--- config.mk ---
export PLATFORM = sky130hd
export DESIGN_NAME = gray_count_decoder_flat
export DESIGN_NICKNAME = d
export VERILOG_FILES = /design/src/rtl/gray_count_decoder_if.sv /design/src/rtl/gray_count_decoder.sv /design/src/flat_wrapper.sv
export SDC_FILE = /design/constraint.sdc
export NUM_CORES = 1
export LEC_CHECK = 0
export CORE_MARGIN = 1.5
export CORE_UTILIZATION = 54
export DETAILED_ROUTE_END_ITERATION = 6
export GPL_TIMING_DRIVEN = 0
export PLACE_DENSITY = 0.82
export SYNTH_ARGS = -nofsm -noshare
export SYNTH_HDL_FRONTEND = slang
export SYNTH_SLANG_ARGS = --single-unit
--- constraint.sdc ---
create_clock -name clk -period 3.9 [get_ports clk]
set_clock_uncertainty 0.2 [all_clocks]
set_input_delay 0.39 -clock clk [delete_from_list [all_inputs] [get_ports clk]]
set_output_delay 0.39 -clock clk [all_outputs]
set_load 0.05 [all_outputs]
--- src/rtl/gray_count_decoder_if.sv ---
// gray_count_decoder_if: sample/result bundle for the Gray count decoder
//   en, gray_in, clear_err           : driven by the sampling side (master)
//   bin_out, bin_valid, step_err,
//   wrap, locked, err_cnt            : driven by the decoder (slave)
interface gray_count_decoder_if #(
   parameter int W     = 4,
   parameter int ERR_W = 8
);
   logic             en;
   logic [W-1:0]     gray_in;
   logic             clear_err;
   logic [W-1:0]     bin_out;
   logic             bin_valid;
   logic             step_err;
   logic             wrap;
   logic             locked;
   logic [ERR_W-1:0] err_cnt;
   modport master (output en, gray_in, clear_err,
                   input  bin_out, bin_valid, step_err, wrap, locked, err_cnt);
   modport slave  (input  en, gray_in, clear_err,
                   output bin_out, bin_valid, step_err, wrap, locked, err_cnt);
endinterface

--- src/rtl/gray_count_decoder.sv ---
// gray_count_decoder: 2-stage Gray-to-binary decoder with step checking, wrap detect,
// lock FSM and saturating error counter.
//   clk, reset : rising-edge clock, synchronous active-high reset
//   bus        : en/gray_in/clear_err in; bin_out/bin_valid/step_err/wrap/locked/err_cnt out
module gray_count_decoder #(
   parameter int SIZE       = 16,
   parameter int ERR_W      = 8,
   parameter int RESYNC_CNT = 2
) (
   input logic                  clk,
   input logic                  reset,
   gray_count_decoder_if.slave  bus
);
   localparam int W  = $clog2(SIZE);
   localparam int CW = $clog2(RESYNC_CNT + 1);
   localparam logic [W:0] SZ = (W+1)'(SIZE);

   typedef enum logic [1:0] {IDLE, TRACK, RESYNC} state_t;

   state_t           r_state, w_state_nx;
   logic [W-1:0]     w_b1, r_b1, r_prev, r_bin;
   logic             r_v1, r_valid, r_step_err, r_wrap;
   logic [CW-1:0]    r_good, w_good_nx;
   logic [ERR_W-1:0] r_err_cnt;
   logic [W:0]       w_delta;
   logic             w_inr, w_legal, w_err, w_wrap, w_err_evt;

   // bit i of the binary value is the XOR of all Gray bits at or above i
   always_comb
      for (int i = 0; i < W; i++) w_b1[i] = ^(bus.gray_in >> i);

   // modular distance from the last accepted value, kept in W+1 bits so SIZE fits
   assign w_inr     = {1'b0, r_b1} < SZ;
   assign w_delta   = (r_b1 >= r_prev) ? {1'b0, r_b1} - {1'b0, r_prev}
                                       : {1'b0, r_b1} + SZ - {1'b0, r_prev};
   assign w_legal   = w_inr && w_delta <= (W+1)'(1);
   assign w_err     = (r_state == IDLE) ? !w_inr : !w_legal;
   assign w_wrap    = r_state != IDLE && r_prev == W'(SIZE - 1) && r_b1 == '0;
   assign w_err_evt = r_v1 && w_err;

   always_comb begin
      w_state_nx = r_state;
      w_good_nx  = r_good;
      if (r_v1) begin
         if (r_state == IDLE)
            w_state_nx = w_inr ? TRACK : IDLE;
         else if (w_err) begin
            w_state_nx = RESYNC;
            w_good_nx  = '0;
         end else if (r_state == RESYNC) begin
            w_state_nx = (r_good + 1'b1 == CW'(RESYNC_CNT)) ? TRACK : RESYNC;
            w_good_nx  = (r_good + 1'b1 == CW'(RESYNC_CNT)) ? '0 : r_good + 1'b1;
         end
      end
   end

   always_ff @(posedge clk)
      if (reset) begin
         r_state <= IDLE;
         r_good  <= '0;
      end else begin
         r_state <= w_state_nx;
         r_good  <= w_good_nx;
      end

   always_ff @(posedge clk)
      if (reset) begin
         r_v1       <= 1'b0;
         r_b1       <= '0;
         r_valid    <= 1'b0;
         r_bin      <= '0;
         r_step_err <= 1'b0;
         r_wrap     <= 1'b0;
         r_prev     <= '0;
         r_err_cnt  <= '0;
      end else begin
         r_v1       <= bus.en;
         if (bus.en) r_b1 <= w_b1;
         r_valid    <= r_v1;
         r_step_err <= w_err_evt;
         r_wrap     <= r_v1 && w_wrap;
         if (r_v1) r_bin <= r_b1;
         // out-of-range values never become the reference for the next step
         if (r_v1 && w_inr) r_prev <= r_b1;
         r_err_cnt  <= bus.clear_err ? ERR_W'(w_err_evt)
                     : (w_err_evt && r_err_cnt != '1) ? r_err_cnt + 1'b1 : r_err_cnt;
      end

   assign bus.bin_out   = r_bin;
   assign bus.bin_valid = r_valid;
   assign bus.step_err  = r_step_err;
   assign bus.wrap      = r_wrap;
   assign bus.locked    = r_state == TRACK;
   assign bus.err_cnt   = r_err_cnt;
endmodule
--- src/flat_wrapper.sv ---
// flat-port wrapper written by rule: the top's interface ports become plain ports
module gray_count_decoder_flat 
#(
   parameter int SIZE       = 16,
   parameter int ERR_W      = 8,
   parameter int RESYNC_CNT = 2
)
  (clk, reset, bus_en, bus_gray_in, bus_clear_err, bus_bin_out, bus_bin_valid, bus_step_err, bus_wrap, bus_locked, bus_err_cnt);
  gray_count_decoder_if #(.ERR_W(ERR_W)) bus_i ();
  input logic clk;
  input logic reset;
  input wire logic [$bits(bus_i.en)-1:0] bus_en;
  input wire logic [$bits(bus_i.gray_in)-1:0] bus_gray_in;
  input wire logic [$bits(bus_i.clear_err)-1:0] bus_clear_err;
  output wire logic [$bits(bus_i.bin_out)-1:0] bus_bin_out;
  output wire logic [$bits(bus_i.bin_valid)-1:0] bus_bin_valid;
  output wire logic [$bits(bus_i.step_err)-1:0] bus_step_err;
  output wire logic [$bits(bus_i.wrap)-1:0] bus_wrap;
  output wire logic [$bits(bus_i.locked)-1:0] bus_locked;
  output wire logic [$bits(bus_i.err_cnt)-1:0] bus_err_cnt;
  assign bus_i.en = bus_en;
  assign bus_i.gray_in = bus_gray_in;
  assign bus_i.clear_err = bus_clear_err;
  assign bus_bin_out = bus_i.bin_out;
  assign bus_bin_valid = bus_i.bin_valid;
  assign bus_step_err = bus_i.step_err;
  assign bus_wrap = bus_i.wrap;
  assign bus_locked = bus_i.locked;
  assign bus_err_cnt = bus_i.err_cnt;
  gray_count_decoder #(.SIZE(SIZE), .ERR_W(ERR_W), .RESYNC_CNT(RESYNC_CNT)) u_core (.clk(clk), .reset(reset), .bus(bus_i));
endmodule
==> impl_results.md <==
* CP max FO at 9
* Synthesized flop and latch total at 24
* Worst-Margin Slew at 0.764 ns
* Grt ovf at 0
* Hold endpoint: u_core.r_v1
* Crit Path Class: register to register
* Synth cell types at 43
* Maxcap violations at 0
* Worst EP arrival at 2.74 ns
* Status: finished, final reports clean
* Sequential Power Share at 51.8%
* Tcrit/Tclk final at 69.3%
* R2R Setup Slk at 1.20 ns
* Hold Path Origin: bus_en
* Gr usage total at 23.0%
* Postcts setup bufs at 0
* Power Total at 510 uW
* Fin crit period at 2.70 ns
* Synthesis Warnings at 0
* Startpoint types: register
* ANT nets after route at 0
* Rel. slew slack at 48.7%
* Clock buffer depth at 2
* Clock transition at path regs at 0.13 ns
* R2R depth at 7
* Synth Instances at 140
* Worst VDD drop at 234 uV
* Logic pwr share at 22.3%
* ANT cells at 0
* Yosys top cell area share at 38.0%
* Nets at 181
* Post-cts hold buffer count at 0
* I/O Buffers at 22
* Initial Util at 57.2%
* FMAX at 0.370 GHz
* Clock share of power at 25.9%
* Share of layout cells above drive strength 1 at 8.43%
* Avg Inst Size Synth at 9.04 um^2
* Final WL at 2.70 mm
* IO Pins at 24
* Syn-to-layout area delta at 23.0%
* Max H-tree Level at 1
* # setup viols final at 0
* Switching power at 153 uW
* Post-route setup TNS at 0 ns
* Sequential area share after synthesis at 38.0%
* Dpl ws at 1.25 ns
* Num CTS Buffers at 3
* Worst Hold Class: primary input to register
* Sw Share at 30.0%
* Util after Layout at 70.4%
* Drt drc at 0
* Placed cells at 190
* Largest net degree at the start of global routing at 14
* Synth area leaders: dfxtp_1 (38%), nor2_1 (6.2%), ha_1 (4.9%)
* WL/cell at 13.9 um
* Initial antenna violation count at 0
* Most frequent cells in the layout: dfxtp_1 (24), clkdlybuf4s50_1 (22), nor2_1 (21)
* CP endpoint kind: register
* Worst R2R Start: u_core.r_b1[0]
* Initial DRC Count at 13
* Fin. Hold Viols at 0
* 1st-pass router iterations at 4
* Routed vias at 1140
* HPWL Detailed at 2.05 mm
* First-pass GRT wire length at 4.59 mm
* RSZ-0062 raised after global routing: no
* Die Width at 51.4 um
* Gpl congestion at 0.746
* Site Rows at 17
* Post-DR vias/cell at 5.88
* CTS tree: built
* Commonest non-fill, non-tap cell in the layout: dfxtp_1
* Final max-slew violation count at 0
* Post-Syn Nets at 154
* Hold path cells at 2
* RR Endpoint: u_core.bus.err_cnt[6]
* Synth area leader: dfxtp_1
* Post-CTS sizing at 0
* Cell area after synthesis at 1260 um^2
* Clock latency on the worst-skew pair at 0.31 ns
* Worst EP required at 3.94 ns
* Setup WS post-layout at 1.20 ns
* Core Footprint at 2210 um^2
* DIE AREA at 2640 um^2
* PwrDens at 328 nW/um^2
* Internal cell power at 357 uW
* Static Leakage at 0.534 nW
* Vias in the first global route at 1070
* Root buffer cell: clkbuf_4
* Post-route insts no fill at 194
* CTS Sinks at 24
* Chip Height at 51.4 um
==> through the flow <==
stage                     hold slack [ns]  instance area, um^2
final                               0.236                 1560
after global routing                0.232                 1560
after CTS                           0.239                 1560
after detailed placement            0.279                 1520
after global placement              0.278                 1520
after floorplan                     0.243                 1260
==> cell usage after synthesis, drive strengths merged <==
| cell type | number |
|---|---|
| buf | 3 |
| nor3 | 1 |
| nor2b | 3 |
| o31ai | 3 |
| a2bb2oi | 1 |
| o41ai | 2 |
| or2 | 1 |
| a21oi | 8 |
| nor4b | 1 |
| or3 | 4 |
| nand4 | 2 |
| mux2i | 6 |
| xnor2 | 3 |
| dfxtp | 24 |
| nand3 | 6 |
| fa | 1 |
| and3 | 2 |
| nor2 | 23 |
| clkbuf | 2 |
| and2 | 1 |
| nor4 | 2 |
| nand2 | 4 |
| nor3b | 3 |
| nand2b | 3 |
| a31oi | 2 |
| o211ai | 1 |
| o311ai | 1 |
| or4 | 5 |
| inv | 7 |
| ha | 5 |
| o21ai | 6 |
| a311oi | 1 |
| a211oi | 3 |
==> how the worst max path moves through the flow <==
| stage | slack (ns) | end | cells past startpoint | start |
|---|---|---|---|---|
| after detailed placement | 1.25 | u_core.bus.err_cnt[6] | 7 | u_core.r_b1[0] |
| after global routing | 1.08 | u_core.bus.err_cnt[6] | 7 | u_core.r_b1[0] |
| final | 1.20 | u_core.bus.err_cnt[6] | 7 | u_core.r_b1[0] |
| after floorplan | 1.19 | u_core.bus.err_cnt[7] | 8 | u_core.r_prev[0] |
| after global placement | 1.25 | u_core.bus.err_cnt[6] | 7 | u_core.r_b1[0] |
| after CTS | 1.23 | u_core.bus.err_cnt[6] | 7 | u_core.r_b1[0] |
==> worst max-delay path, stage by stage (launching register included) <==
cell      delay (ns)
dfxtp_1         0.40
inv_1           0.07
ha_1            0.19
inv_1           0.08
fa_1            0.48
nor4_2          0.73
nor2_1          0.18
a311oi_1        0.28
==> cell type report <==
class | instances | area, um^2
buffer | 5 | 22.5
timing repair buffer | 22 | 220
inverter | 7 | 26.3
clock buffer | 4 | 36.3
fill | 190 | 656
tap | 28 | 35.0
multi-input combinational | 104 | 736
sequential | 24 | 480
==> power by group through the flow <==
| stage | Sequential [mW] | Combinational, mW | Clock, mW |
|---|---|---|---|
| CTS | 0.264 | 0.114 | 0.133 |
| detailed placement | 0.269 | 0.114 | 0 |
| finish | 0.264 | 0.114 | 0.132 |
| global route | 0.266 | 0.123 | 0.145 |
| global placement | 0.269 | 0.110 | 0 |
| floorplan | 0.275 | 0.0772 | 0 |
==> registers in the layout, indices dropped and copies added, names as in the netlist <==
| name | flops |
|---|---|
| u_core.bus.step_err | 1 |
| u_core.r_prev | 4 |
| u_core.r_v1 | 1 |
| u_core.bus.wrap | 1 |
| u_core.r_good | 2 |
| u_core.bus.err_cnt | 8 |
| u_core.r_state | 2 |
| u_core.bus.bin_valid | 1 |
| u_core.r_b1 | 4 |
==> logic make-up after synthesis <==
group	share of synthesized area [%]
buf+inv	3.86
compound gates	16.9
flops	38.0
mux	4.75
xor+xnor	2.08
fa+ha+maj	6.53
simple gates	27.9
==> layer usage <==
layer,global-route usage (%),wire (um)
met5,0,0
met2,40.4,1390
met3,4.97,123
met4,11.8,71
met1,25.9,1110
No activity file was read; power rests on OpenSTA's default activity.
